--- src/rtl/pattern_stamper_pkg.sv ---
// Shared types for the pattern stamper.
// Positions, pattern ids, FSM states and wrap helpers.
package pattern_stamper_pkg;

  localparam int POS_W = 9;
  typedef logic [POS_W-1:0] pos_t;

  localparam int PATTERN_DIM  = 8;
  localparam int NUM_PATTERNS = 4;
  localparam int SEL_W        = $clog2(NUM_PATTERNS);

  typedef logic [SEL_W-1:0] pattern_sel_t;
  typedef logic [2:0]       idx_t;
  typedef logic [SEL_W+2:0] rom_addr_t;

  localparam pattern_sel_t PAT_GLIDER  = pattern_sel_t'(0);
  localparam pattern_sel_t PAT_BLINKER = pattern_sel_t'(1);
  localparam pattern_sel_t PAT_LWSS    = pattern_sel_t'(2);
  localparam pattern_sel_t PAT_RPENT   = pattern_sel_t'(3);

  typedef enum logic [1:0] {
    ST_IDLE,
    ST_FETCH,
    ST_WRITE,
    ST_DONE
  } state_t;

  // base + off, folded once into [0, size); base must be < size
  function automatic pos_t wrap_add(pos_t base, idx_t off, pos_t size);
    logic [POS_W:0] sum;
    sum = {1'b0, base} + {{(POS_W-2){1'b0}}, off};
    if (sum >= {1'b0, size})
      sum = sum - {1'b0, size};
    return sum[POS_W-1:0];
  endfunction

  // clamp an out-of-board origin to the last row/column
  function automatic pos_t sat_pos(pos_t p, pos_t size);
    return (p >= size) ? size - pos_t'(1) : p;
  endfunction

endpackage

--- src/rtl/pattern_stamper_if.sv ---
// Stamp request in, cell-write handshake out.
// master drives requests; slave is the stamper.
interface pattern_stamper_if;
  import pattern_stamper_pkg::*;

  logic         start_in;
  pattern_sel_t pattern_sel_in;
  pos_t         cursor_x_in;
  pos_t         cursor_y_in;
  logic         wr_ready_in;
  logic         wr_en_out;
  pos_t         wr_x_out;
  pos_t         wr_y_out;
  logic         alive_out;
  logic         busy_out;
  logic         done_out;

  modport master (
    output start_in, pattern_sel_in,
    output cursor_x_in, cursor_y_in,
    output wr_ready_in,
    input  wr_en_out, wr_x_out, wr_y_out,
    input  alive_out, busy_out, done_out
  );

  modport slave (
    input  start_in, pattern_sel_in,
    input  cursor_x_in, cursor_y_in,
    input  wr_ready_in,
    output wr_en_out, wr_x_out, wr_y_out,
    output alive_out, busy_out, done_out
  );

endinterface

--- src/rtl/pattern_stamper_rom.sv ---
// 8x8 preset patterns, one row per address.
// Synchronous read, one cycle of latency; bit 7 is column 0.
module pattern_stamper_rom
  import pattern_stamper_pkg::*;
(
  input  logic      clk_in,
  input  logic      rst_in,
  input  rom_addr_t addr_in,
  output logic [7:0] data_out
);

  pattern_sel_t sel;
  idx_t         row;
  logic [7:0]   data_d;
  logic [7:0]   data_q;

  assign sel = addr_in[3 +: SEL_W];
  assign row = addr_in[2:0];

  // pattern table lookup
  always_comb begin
    data_d = 8'h00;
    case (sel)
      PAT_GLIDER: begin
        case (row)
          3'd0: data_d = 8'b0100_0000;
          3'd1: data_d = 8'b0010_0000;
          3'd2: data_d = 8'b1110_0000;
          default: data_d = 8'h00;
        endcase
      end
      PAT_BLINKER: begin
        case (row)
          3'd1: data_d = 8'b1110_0000;
          default: data_d = 8'h00;
        endcase
      end
      PAT_LWSS: begin
        case (row)
          3'd0: data_d = 8'b0100_1000;
          3'd1: data_d = 8'b1000_0000;
          3'd2: data_d = 8'b1000_1000;
          3'd3: data_d = 8'b1111_0000;
          default: data_d = 8'h00;
        endcase
      end
      PAT_RPENT: begin
        case (row)
          3'd0: data_d = 8'b0110_0000;
          3'd1: data_d = 8'b1100_0000;
          3'd2: data_d = 8'b0100_0000;
          default: data_d = 8'h00;
        endcase
      end
      default: data_d = 8'h00;
    endcase
  end

  // registered read port
  always_ff @(posedge clk_in) begin
    if (rst_in) data_q <= 8'h00;
    else        data_q <= data_d;
  end

  assign data_out = data_q;

endmodule

--- src/rtl/pattern_stamper.sv ---
// Walks an 8x8 ROM pattern onto the board at the cursor.
// One cell write per valid/ready transfer, coordinates wrap.
module pattern_stamper
  import pattern_stamper_pkg::*;
#(
  parameter int BOARD_WIDTH  = 320,
  parameter int BOARD_HEIGHT = 240
) (
  input  logic clk_in,
  input  logic rst_in,
  pattern_stamper_if.slave bus
);

  localparam pos_t BW = pos_t'(BOARD_WIDTH);
  localparam pos_t BH = pos_t'(BOARD_HEIGHT);
  localparam idx_t LAST = idx_t'(PATTERN_DIM - 1);

  state_t       state_q;
  pattern_sel_t sel_q;
  pos_t         x0_q;
  pos_t         y0_q;
  idx_t         row_q;
  idx_t         col_q;
  logic         wr_en_q;
  pos_t         wr_x_q;
  pos_t         wr_y_q;
  logic         done_q;

  logic [7:0]   rom_row;
  idx_t         col_d;
  pos_t         x_d;
  pos_t         y_d;
  logic         xfer;
  logic         last_col;
  logic         last_row;

  pattern_stamper_rom u_rom (
    .clk_in   (clk_in),
    .rst_in   (rst_in),
    .addr_in  ({sel_q, row_q}),
    .data_out (rom_row)
  );

  assign xfer     = wr_en_q & bus.wr_ready_in;
  assign last_col = (col_q == LAST);
  assign last_row = (row_q == LAST);
  assign col_d    = col_q + 3'd1;
  assign x_d      = wrap_add(x0_q, col_d, BW);
  assign y_d      = wrap_add(y0_q, row_q, BH);

  // stamp sequencer: fetch a row, write its 8 cells, repeat
  always_ff @(posedge clk_in) begin
    if (rst_in) begin
      state_q <= ST_IDLE;
      sel_q   <= '0;
      x0_q    <= '0;
      y0_q    <= '0;
      row_q   <= '0;
      col_q   <= '0;
      wr_en_q <= 1'b0;
      wr_x_q  <= '0;
      wr_y_q  <= '0;
      done_q  <= 1'b0;
    end else begin
      unique case (state_q)
        ST_IDLE: begin
          done_q <= 1'b0;
          if (bus.start_in) begin
            sel_q   <= bus.pattern_sel_in;
            x0_q    <= sat_pos(bus.cursor_x_in, BW);
            y0_q    <= sat_pos(bus.cursor_y_in, BH);
            row_q   <= '0;
            state_q <= ST_FETCH;
          end
        end
        ST_FETCH: begin
          col_q   <= '0;
          wr_en_q <= 1'b1;
          wr_x_q  <= x0_q;
          wr_y_q  <= y_d;
          state_q <= ST_WRITE;
        end
        ST_WRITE: begin
          if (xfer) begin
            if (!last_col) begin
              col_q  <= col_d;
              wr_x_q <= x_d;
            end else begin
              wr_en_q <= 1'b0;
              if (!last_row) begin
                row_q   <= row_q + 3'd1;
                state_q <= ST_FETCH;
              end else begin
                done_q  <= 1'b1;
                state_q <= ST_DONE;
              end
            end
          end
        end
        ST_DONE: begin
          done_q  <= 1'b0;
          state_q <= ST_IDLE;
        end
        default: state_q <= ST_IDLE;
      endcase
    end
  end

  assign bus.wr_en_out = wr_en_q;
  assign bus.wr_x_out  = wr_x_q;
  assign bus.wr_y_out  = wr_y_q;
  assign bus.alive_out = wr_en_q & rom_row[3'd7 - col_q];
  assign bus.busy_out  = (state_q != ST_IDLE);
  assign bus.done_out  = done_q;

endmodule
--- src/flat_wrapper.sv ---
// flat-port wrapper written by rule: the top's interface ports become plain ports
module pattern_stamper_flat import pattern_stamper_pkg::*;
#(
  parameter int BOARD_WIDTH  = 320,
  parameter int BOARD_HEIGHT = 240
)
  (clk_in, rst_in, bus_start_in, bus_pattern_sel_in, bus_cursor_x_in, bus_cursor_y_in, bus_wr_ready_in, bus_wr_en_out, bus_wr_x_out, bus_wr_y_out, bus_alive_out, bus_busy_out, bus_done_out);
  pattern_stamper_if bus_i ();
  input  logic clk_in;
  input  logic rst_in;
  input wire logic [$bits(bus_i.start_in)-1:0] bus_start_in;
  input wire logic [$bits(bus_i.pattern_sel_in)-1:0] bus_pattern_sel_in;
  input wire logic [$bits(bus_i.cursor_x_in)-1:0] bus_cursor_x_in;
  input wire logic [$bits(bus_i.cursor_y_in)-1:0] bus_cursor_y_in;
  input wire logic [$bits(bus_i.wr_ready_in)-1:0] bus_wr_ready_in;
  output wire logic [$bits(bus_i.wr_en_out)-1:0] bus_wr_en_out;
  output wire logic [$bits(bus_i.wr_x_out)-1:0] bus_wr_x_out;
  output wire logic [$bits(bus_i.wr_y_out)-1:0] bus_wr_y_out;
  output wire logic [$bits(bus_i.alive_out)-1:0] bus_alive_out;
  output wire logic [$bits(bus_i.busy_out)-1:0] bus_busy_out;
  output wire logic [$bits(bus_i.done_out)-1:0] bus_done_out;
  assign bus_i.start_in = bus_start_in;
  assign bus_i.pattern_sel_in = bus_pattern_sel_in;
  assign bus_i.cursor_x_in = bus_cursor_x_in;
  assign bus_i.cursor_y_in = bus_cursor_y_in;
  assign bus_i.wr_ready_in = bus_wr_ready_in;
  assign bus_wr_en_out = bus_i.wr_en_out;
  assign bus_wr_x_out = bus_i.wr_x_out;
  assign bus_wr_y_out = bus_i.wr_y_out;
  assign bus_alive_out = bus_i.alive_out;
  assign bus_busy_out = bus_i.busy_out;
  assign bus_done_out = bus_i.done_out;
  pattern_stamper #(.BOARD_WIDTH(BOARD_WIDTH), .BOARD_HEIGHT(BOARD_HEIGHT)) u_core (.clk_in(clk_in), .rst_in(rst_in), .bus(bus_i));
endmodule
--- config.mk ---
export PLATFORM = sky130hd
export DESIGN_NAME = pattern_stamper_flat
export DESIGN_NICKNAME = d
export VERILOG_FILES = /design/src/rtl/pattern_stamper_pkg.sv /design/src/rtl/pattern_stamper_if.sv /design/src/rtl/pattern_stamper_rom.sv /design/src/rtl/pattern_stamper.sv /design/src/flat_wrapper.sv
export SDC_FILE = /design/constraint.sdc
export NUM_CORES = 1
export LEC_CHECK = 0
export BUFFER_PORTS_ARGS = -buffer_cell sky130_fd_sc_hd__buf_4
export CORE_MARGIN = 4
export CORE_UTILIZATION = 50
export CTS_CLUSTER_DIAMETER = 120
export DETAILED_ROUTE_END_ITERATION = 8
export PLACE_DENSITY = 0.71
export SLEW_MARGIN = 20
export SYNTH_ARGS = -nofsm -noshare
export SYNTH_HDL_FRONTEND = slang
export SYNTH_HIERARCHICAL = 1
export SYNTH_SLANG_ARGS = --single-unit
--- constraint.sdc ---
create_clock -name clk_in -period 4.25 [get_ports clk_in]
set_input_delay 0.425 -clock clk_in [delete_from_list [all_inputs] [get_ports clk_in]]
set_output_delay 0.425 -clock clk_in [all_outputs]
set_load 0.01 [all_outputs]
==> impl_summary.md, run 1 <==
Run status
The flow ran to the end, and the final reports show no timing, DRC or antenna violations.

GRT
The global-route congestion overflow total is 0. The largest net degree at the start of global routing is 41. Across every metal layer, demand over resource in global routing totals 0.1914.

The via count of the first global-routing pass is 2492. The initial antenna violation count is 0. The wire length of the first global-routing pass is 11540 µm.

STA
The sum of negative setup slack is 0 ns. The clock skew is 0.005836 ns. Setup repair after global routing left no endpoint under its margin. Subtracting the final worst setup slack from the clock period gives around 3.3 ns.

The fmax is about 0.30 GHz. Dividing the final minimum period by the clock period gives 0.7875. The worst max-slew margin expressed relative to the limit is 0.4136. The slew at the pin with the worst max-slew slack is 0.8795 ns.

Hold timing on the final database bottoms out at a slack of about 0.37 ns. Setup violations remaining at the end of the flow were counted as 0. The number of hold-slack violations in the final timing report is 0. The final number of max-transition violations came to 0.

Routing
The detailed-route DRC error count is 0. Wires add up to 6817 µm. The violation count after the first detailed-routing iteration is 125. The first TritonRoute pass finished after 5 iterations. Using the TritonRoute via totals, the vias-per-cell ratio works out to 5.791. Across all layers, the routed design uses 2600 vias. Once detail routing completed, the nets flagged for antenna violations numbered 0. The detailed-route wire length per cell is 15.18 µm.

CTS
Clock tree synthesis inserted a total of 5 buffers. The H-tree generated during clock tree synthesis spans 2 levels. Counting every sink on the clock net gives 53. In this run the clock root is driven by a clkbuf_8. TritonCTS built the clock tree. Buffers inserted to repair hold after CTS numbered 0.

The post-cts gate resize count is 0. The clock passes through at most 2 buffers. The clock-pin slew on the worst setup and hold paths is 0.09 ns. Clock latency on the worst-skew pair, taken at its later pin, is 0.30 ns. Post-CTS timing repair inserted 0 buffers for setup.

Worst setup path
The delay of the slowest cell on the worst path is 0.39 ns. The type of origin of the critical path is a register. The peak fanout along the critical path is 6. The critical path in this run is classified as register to register.

Walking the worst path, the cells encountered are ha_1, ha_1, ha_1, nor2b_1, o2111ai_1, xor2_1, ha_1, o41a_1, a221oi_2, a31oi_1, xnor2_1, a311oi_1. In this design, the critical path's most frequently occurring cell is ha_1. The data arrival time of the critical path is 3.55 ns. Data on the critical path is required at its endpoint by around 4.5 ns. The cell with the biggest individual delay on the critical path is dfxtp_1. The kind of end point of the critical path is a register.

Die
The region available for standard cell placement spans 5921 µm². The die is 86.29 µm tall. The die span in x is ~86 µm.

The floorplan has 28 rows. The floorplan step defined a die boundary enclosing 7445 µm². The number of top-level pins is 46. The initial cell density of the core is 0.5175.

Yosys
The cell count after synthesis came out at between 300 and 400. Ranked by total cell area, the synthesized netlist is headed by dfxtp_1, ha_1, nor2_1. The total of flip-flops plus latches after synthesis is 53.

The post-synthesis sequential area ratio is 0.3463. The adder-cell share of the synthesized area is 0.08657. Counting flops with an async set or reset pin after synthesis yields a share of 0.

The multiplexer area fraction after synthesis is 0.03430. Of the total synthesized cell area, the portion taken by AND, OR, NAND and NOR gates is 0.1935. Among all flip-flop cells after synthesis, the most frequent one is dfxtp_1. The compound-cell area share of the yosys netlist is 0.2315. By area, the combinational part of the netlist is dominated by compound AO/OA/AOI/OAI gates. The Yosys warning count is 6. The number of distinct library cell variants in the gate-level netlist after synthesis is 69.

The average instance area after synthesis is 9.039 µm². The synthesized design contains 0 enable-type register cells. Of the post-synthesis cell area, the dominant cell type holds 0.3463. Of the total synthesized cell area, the portion taken by XOR and XNOR cells is 0.03716. The post-synthesis cell type with the largest combined area is dfxtp_1.

The mapped cell area is 3064 µm².

Pwr
The total power density per cell area is 402.6 nW/µm². The analysis attributes to cell leakage a power of 1.400 nW. VDD sags by at most 0.2049 mV.

Finish
Of the cells placed in the final design, the portion with a size suffix greater than 1 is 0.2166. For this run, the share of the core covered by cells in the final layout is 0.5824. Once layout is complete, the cells apart from fillers number 449. The relative area change from synthesis to final layout is 12.54%. In the final design database the tool counted 418 nets. The filler cells instantiated in the layout total 540. The area used by multi-input combinational logic is 1798 µm². The flip-flop and latch area is 1061 µm². The number of antenna diodes is 0.

Place
During placement, the flow inserted port buffers numbering 45. In this run, placement finished with an instance count of 442. The congestion estimate from routability-driven global placement came to slightly below 0.9.

The placed wire-length estimate after detailed placement is 5027 µm.

Flow run
The reported max-cap violation count is 0.

Worst hold path
The worst min-delay path class is primary input to register.
==> where the power goes <==
group / switching [mW] / internal [mW] / leakage [nW] / total [mW]
logic: 0.251 / 0.206 / 0.921 / 0.456
clock network: 0.155 / 0.130 / 0.0443 / 0.284
registers: 0.0761 / 0.572 / 0.434 / 0.648
==> sequential cells by signal (all words and copies together), names as in the netlist <==
register and cells:
u_core/bus.wr_x_out 9, u_core/bus.wr_y_out 9, u_core/x0_q 9, u_core/y0_q 9, u_core/u_rom/data_out 5, u_core/col_q 3
u_core/row_q 3, u_core/sel_q 2, u_core/state_q 2, u_core/bus.done_out 1, u_core/bus.wr_en_out 1
==> path summary, 6_finish.rpt <==
kind / start / to / slack, ns / cells after the start
setup / recovery: u_core/col_q[0]$_SDFFE_PP0P_ / u_core/bus.wr_x_out[6]$_SDFFE_PP0P_ / 0.90 / 12
hold reg to reg: u_core/bus.wr_x_out[1]$_SDFFE_PP0P_ / u_core/bus.wr_x_out[1]$_SDFFE_PP0P_ / 0.46 / 2
hold / removal: bus_pattern_sel_in[1] / u_core/sel_q[1]$_SDFFE_PP0P_ / 0.37 / 3
setup reg to reg: u_core/col_q[0]$_SDFFE_PP0P_ / u_core/bus.wr_x_out[6]$_SDFFE_PP0P_ / 0.90 / 12
==> stage by stage <==
stage,instance area [µm²],worst slack [ns],power [mW]
floorplan,3072,1.302,0.9703
global placement,3362,1.144,1.107
detailed placement,3362,0.9781,1.116
CTS,3448,0.9529,1.401
global route,3448,0.6353,1.492
finish,3448,0.9030,1.388
==> cells in the mapped netlist (all sizes together), types with 2 or more instances <==
| library cell | n |
|---|---|
| o31ai | 3 |
| nand2 | 27 |
| xor2 | 5 |
| nor3 | 12 |
| nand3b | 2 |
| o221a | 10 |
| fa | 2 |
| o21ai | 12 |
| and3b | 3 |
| or2 | 2 |
| xnor2 | 8 |
| buf | 7 |
| nor2b | 3 |
| nor2 | 35 |
| nand3 | 10 |
| a221oi | 2 |
| and3 | 5 |
| ha | 18 |
| clkbuf | 14 |
| nor4b | 2 |
| a211oi | 10 |
| mux2i | 6 |
| nand4 | 3 |
| a31oi | 3 |
| mux4 | 2 |
| a32oi | 2 |
| inv | 14 |
| a21o | 2 |
| a21oi | 22 |
| o211a | 2 |
| a22oi | 4 |
| o211ai | 8 |
| and2 | 3 |
| dfxtp | 53 |
| a21boi | 3 |
==> cell usage in the layout, fill, tap and decap left out, types with 10 or more instances in the layout <==
cell	count
a21oi_1	21
buf_4	47
dfxtp_1	53
ha_1	18
inv_1	14
nand2_1	27
nor2_1	35
nor3_1	12
o21ai_0	11
o221a_2	10
==> critical path, delay by kind of cell (launching register included) <==
| family | cells | cell delay (ns) |
|---|---|---|
| adders and majority gates | 4 | 1.13 |
| and+or+nand+nor | 1 | 0.33 |
| AOI/OAI and AO/OA | 5 | 1.01 |
| xor gates and xnor gates | 2 | 0.39 |
| DFF | 1 | 0.39 |
==> routing by layer <==
layer	part of all wire	vias to the layer above	track usage
li1	-	1300	-
met1	0.45	1231	0.2426
met2	0.48	63	0.3322
met3	0.052	6	0.03517
met4	0.010	0	0.05524
met5	0	-	0
==> cell type report <==
type / instances / share of cell area
clock buffer: 7 / 0.02504
inverter: 15 / 0.01633
multi-input combinational: 252 / 0.5214
sequential: 53 / 0.3077
tap: 75 / 0.02721
timing repair buffer: 47 / 0.1023
==> cell families (layout without fill, tap and decap cells) <==
group	after synthesis	after routing
buf+inv	36	69
compound gates	92	92
other cells	1	3
mux	8	8
flops	53	53
xor+xnor	13	13
simple gates	116	116
fa+ha+maj	20	20
No activity file was read; power rests on OpenSTA's default activity.
==> inputs of run 2 (changes only) <==
--- a/config.mk
+++ b/config.mk
@@ -10,7 +10,7 @@
 export CORE_UTILIZATION = 50
 export CTS_CLUSTER_DIAMETER = 120
 export DETAILED_ROUTE_END_ITERATION = 8
-export PLACE_DENSITY = 0.71
+export PLACE_DENSITY = 0.74
 export SLEW_MARGIN = 20
 export SYNTH_ARGS = -nofsm -noshare
 export SYNTH_HDL_FRONTEND = slang
==> constraint.sdc (replaced) <==
create_clock -name clk_in -period 2.8 [get_ports clk_in]
set_input_delay 0.28 -clock clk_in [delete_from_list [all_inputs] [get_ports clk_in]]
set_output_delay 0.28 -clock clk_in [all_outputs]
set_load 0.01 [all_outputs]
==> run 2 against run 1 <==
  * The flow now finishes with violations (negative setup slack)
  * Core utilization increased by 6.4 points
  * Combinational power increased by 66%
  * Hold slack got worse by 0.16 ns
  * Final cell count increased by 6.9%
  * Critical path depth increased by 6
  * Design area increased by 11%
  * Via count increased by 7.2%
  * Sequential share of layout area decreased by 2.9 points
  * Worst setup slack got worse by 1.1 ns
  * First-iteration DRC count increased by 22%
==> impl_summary.md, run 2 (same netlist as run 1, synthesis figures left out) <==
Pwr
The total internal power is 1.395 mW (+54%). The share of power burned in the clock network is 0.196 (-0.009). The combinational group share of total power is 0.349 (+0.020).

The total power density per cell area is 567.9 nW/µm² (+41%). The net switching power of the design is 0.7786 mW (+62%). The proportion of total power due to net switching was 0.3582 (+0.01156).

The reported leakage power is 1.538 nW (+9.9%). The worst ir drop on vdd came to 0.3220 mV (+57%). The sequential fraction of design power is 0.455 (-0.012). The power after layout is 2.174 mW (+57%).

Worst setup path
The peak fanout along the critical path is 3 (-3). The critical path is of the register to register type. The worst setup path is launched from a register. The most frequent cell on the critical path is buf_4. The worst register-to-register path ends at u_core/bus.wr_x_out[8]$_SDFFE_PP0P_. Walking the worst path, the cells encountered are ha_4, ha_4, ha_4, nand3_2, nand2_2, nand2_2, buf_4, buf_4, buf_4, buf_4, buf_4, buf_4, buf_4, buf_4, buf_4, o31ai_2, a221oi_1, nor3_1. The total buffers and inverters traversed by the critical path is 9 (+9). The worst setup path is captured at a register. The internal reg-to-reg setup slack was -0.17 ns (-1.07 ns). The data arrival time of the critical path is 3.20 ns (-0.35 ns). The number of logic stages on the critical path including buffering was 18 (+6). On the critical path, the stage with the largest delay is an instance of dfxtp_4. The worst-case reg-to-reg path depth is 18 (+6). The worst register-to-register path begins at u_core/col_q[0]$_SDFFE_PP0P_. Grouping stages by cell kind, the critical path spends the most delay in buffers and inverters. The delay of the slowest cell on the worst path is 0.37 ns (-0.02 ns).

The required time of the critical path is 3.04 ns (-1.41 ns).

Worst hold path
The hold path startpoint is bus_pattern_sel_in[0]. The worst hold path terminates at u_core/sel_q[0]$_SDFFE_PP0P_. In this run the worst hold path is classified as primary input to register. The cell depth of the worst min-delay path was 3 (unchanged).

Finish
The number of antenna diodes is 0 (unchanged). The share of layout cells above drive strength 1 is 0.3481 (+0.1316). Relative to the synthesized area, the layout overhead comes to 24.91%. The final net count is 448 (+7.2%). The layout filler cell count came to 496 (-8.1%). In the layout the commonest cells are buf_4, dfxtp_1, nor2_1, nand2_1, a21oi_1. The library cell used most frequently in the layout, excluding fill and tap cells, is buf_4. The final core area utilization is 0.6465 (+0.06403). The count of placed standard cells in the final layout, fillers left out is 480 (+6.9%).

CTS
The depth of the CTS H-tree is 2 (unchanged). In this run the clock root is driven by a clkbuf_8. The count of clock tree sinks is 53 (unchanged). The maximum buffer depth of the clock tree came to 2 (unchanged). The number of buffers created by CTS is 5 (unchanged). The clock latency on the worst-skew pair is 0.31 ns (about the same). The clock-pin slew on the worst setup and hold paths is 0.10 ns (about the same). The number of buffers added to fix hold violations after cts is 0 (unchanged). The CTS tree is yes.

Routing
The via-per-instance ratio is 5.806 (+0.27%). The number of iterations in the first detailed-routing pass is 4 (-1). The detailed-route DRC error count is 0 (unchanged).

The number of vias after detailed routing was 2787 (+7.2%). The post-detailed-routing wire length is 7546 µm (+11%). The remaining antenna violation count is 0 (unchanged).

The detailed-route wire length per cell was 15.72 µm (+3.5%). The violation count after the first detailed-routing iteration is 152 (+22%).

GRT
The initial antenna violation count is 0 (unchanged). The overall routing resource usage is 0.2085 (+0.01713). The wire length of the first global-routing pass was 12430 µm (+7.7%). The via count of the first global-routing pass was 2608 (+4.7%). The global-route congestion overflow total is 0 (unchanged). The largest net degree at the start of global routing is 41 (unchanged).

STA
The number of hold-slack violations in the final timing report was 0 (unchanged). Setup repair after global routing could not meet its margin everywhere. The worst path setup slack after routing was -0.1672 ns (-1.070 ns).

The worst max-slew margin expressed relative to the limit is 0.5290 (+0.1153). The final hold slack is 0.2098 ns (-0.1628 ns). The fmax is 0.3370 GHz (+13%). The count of endpoints failing setup in the final report was 3 (+3). The slew at the pin with the worst max-slew slack is 0.7065 ns (-0.1730 ns).

The ratio of final minimum period to clock period is 1.060 (+0.2722). The clock skew is 0.008273 ns (+0.002437 ns). The final number of max-transition violations is 0 (unchanged). The final period demand of the worst path is 2.967 ns (-0.3797 ns).

Place
The global placement routability congestion is 0.9313 (+7.7%). The count of input and output buffers is 45 (unchanged). The number of placed cells counting well taps was 453 (+2.5%). The placed wire-length estimate after detailed placement is 5194 µm (+3.3%). The setup slack after placement is -0.1092 ns (-1.087 ns).

Run status
The run finished, with violations left. The checks that failed: negative setup slack.

Die
The die outline area is 7445 µm² (unchanged). The placeable core region is 5921 µm² (unchanged). The standard-cell row count is 28 (unchanged). The number of top-level pins is 46 (unchanged). The die height is 86.29 µm (unchanged). The die span in x came to 86.29 µm (unchanged). The initial cell density of the core is 0.5175 (unchanged).

Flow run
The reported max-cap violation count came to 0 (unchanged).
-- run 2: per-stage QoR --
step / setup TNS [ns] / instance area (µm²)
2_1_floorplan: 0 / 3108
4_1_cts: -0.1246 / 3760
3_5_place_dp: -0.1757 / 3481
6_report: -0.4252 / 3827
3_3_place_gp: -0.02042 / 3481
5_1_grt: -0.8057 / 3827
-- run 2: worst max-delay path by stage --
stage | start | to | slack, ns
finish | u_core/col_q[0]$_SDFFE_PP0P_ | u_core/bus.wr_x_out[8]$_SDFFE_PP0P_ | -0.17
global route | u_core/col_q[0]$_SDFFE_PP0P_ | u_core/bus.wr_x_out[6]$_SDFFE_PP0P_ | -0.31
CTS | u_core/col_q[0]$_SDFFE_PP0P_ | u_core/bus.wr_x_out[6]$_SDFFE_PP0P_ | -0.08
detailed placement | u_core/col_q[0]$_SDFFE_PP0P_ | u_core/bus.wr_x_out[6]$_SDFFE_PP0P_ | -0.11
global placement | u_core/col_q[0]$_SDFFE_PP0P_ | u_core/bus.wr_x_out[6]$_SDFFE_PP0P_ | -0.02
floorplan | u_core/col_q[0]$_SDFFE_PP0P_ | u_core/bus.wr_x_out[6]$_SDFFE_PP0P_ | 0.03
-- run 2: layer usage --
| metal | vias to the layer above | wire (µm) | track usage |
|---|---|---|---|
| met5 | - | 0 | 0 |
| met4 | 0 | 217 | 0.09490 |
| met3 | 20 | 347 | 0.04373 |
| met2 | 68 | 3670 | 0.3539 |
| met1 | 1336 | 3311 | 0.2534 |
| li1 | 1363 | - | - |
-- run 2: worst min-delay path, cell delays in order --
cell,delay (ns)
buf_4,0.11
nand2_1,0.05
a21oi_1,0.05
-- run 2: cell type report --
type	instances	area [µm²]	share of cell area
Multi-Input combinational cell	252	1938	0.5064
Sequential cell	53	1069	0.2792
Timing Repair Buffer	77	581.8	0.1520
Tap cell	75	93.84	0.02452
Clock buffer	5	68.82	0.01798
Inverter	15	58.81	0.01536
Clock inverter	3	17.52	0.004577
-- run 2: power groups by stage --
| stage | combinational (mW) | clock (mW) | sequential [mW] |
|---|---|---|---|
| floorplan | 0.502 | 0 | 0.977 |
| global route | 0.834 | 0.462 | 1.01 |
| detailed placement | 0.709 | 0 | 1.00 |
| global placement | 0.699 | 0 | 0.993 |
| CTS | 0.737 | 0.437 | 0.987 |
| finish | 0.758 | 0.425 | 0.990 |
-- run 2: repair_timing --
item	in CTS	in global routing
setup endpoints to repair	2	5
resized for setup	18	11
buffers inserted	16	4
pin swaps	18	17
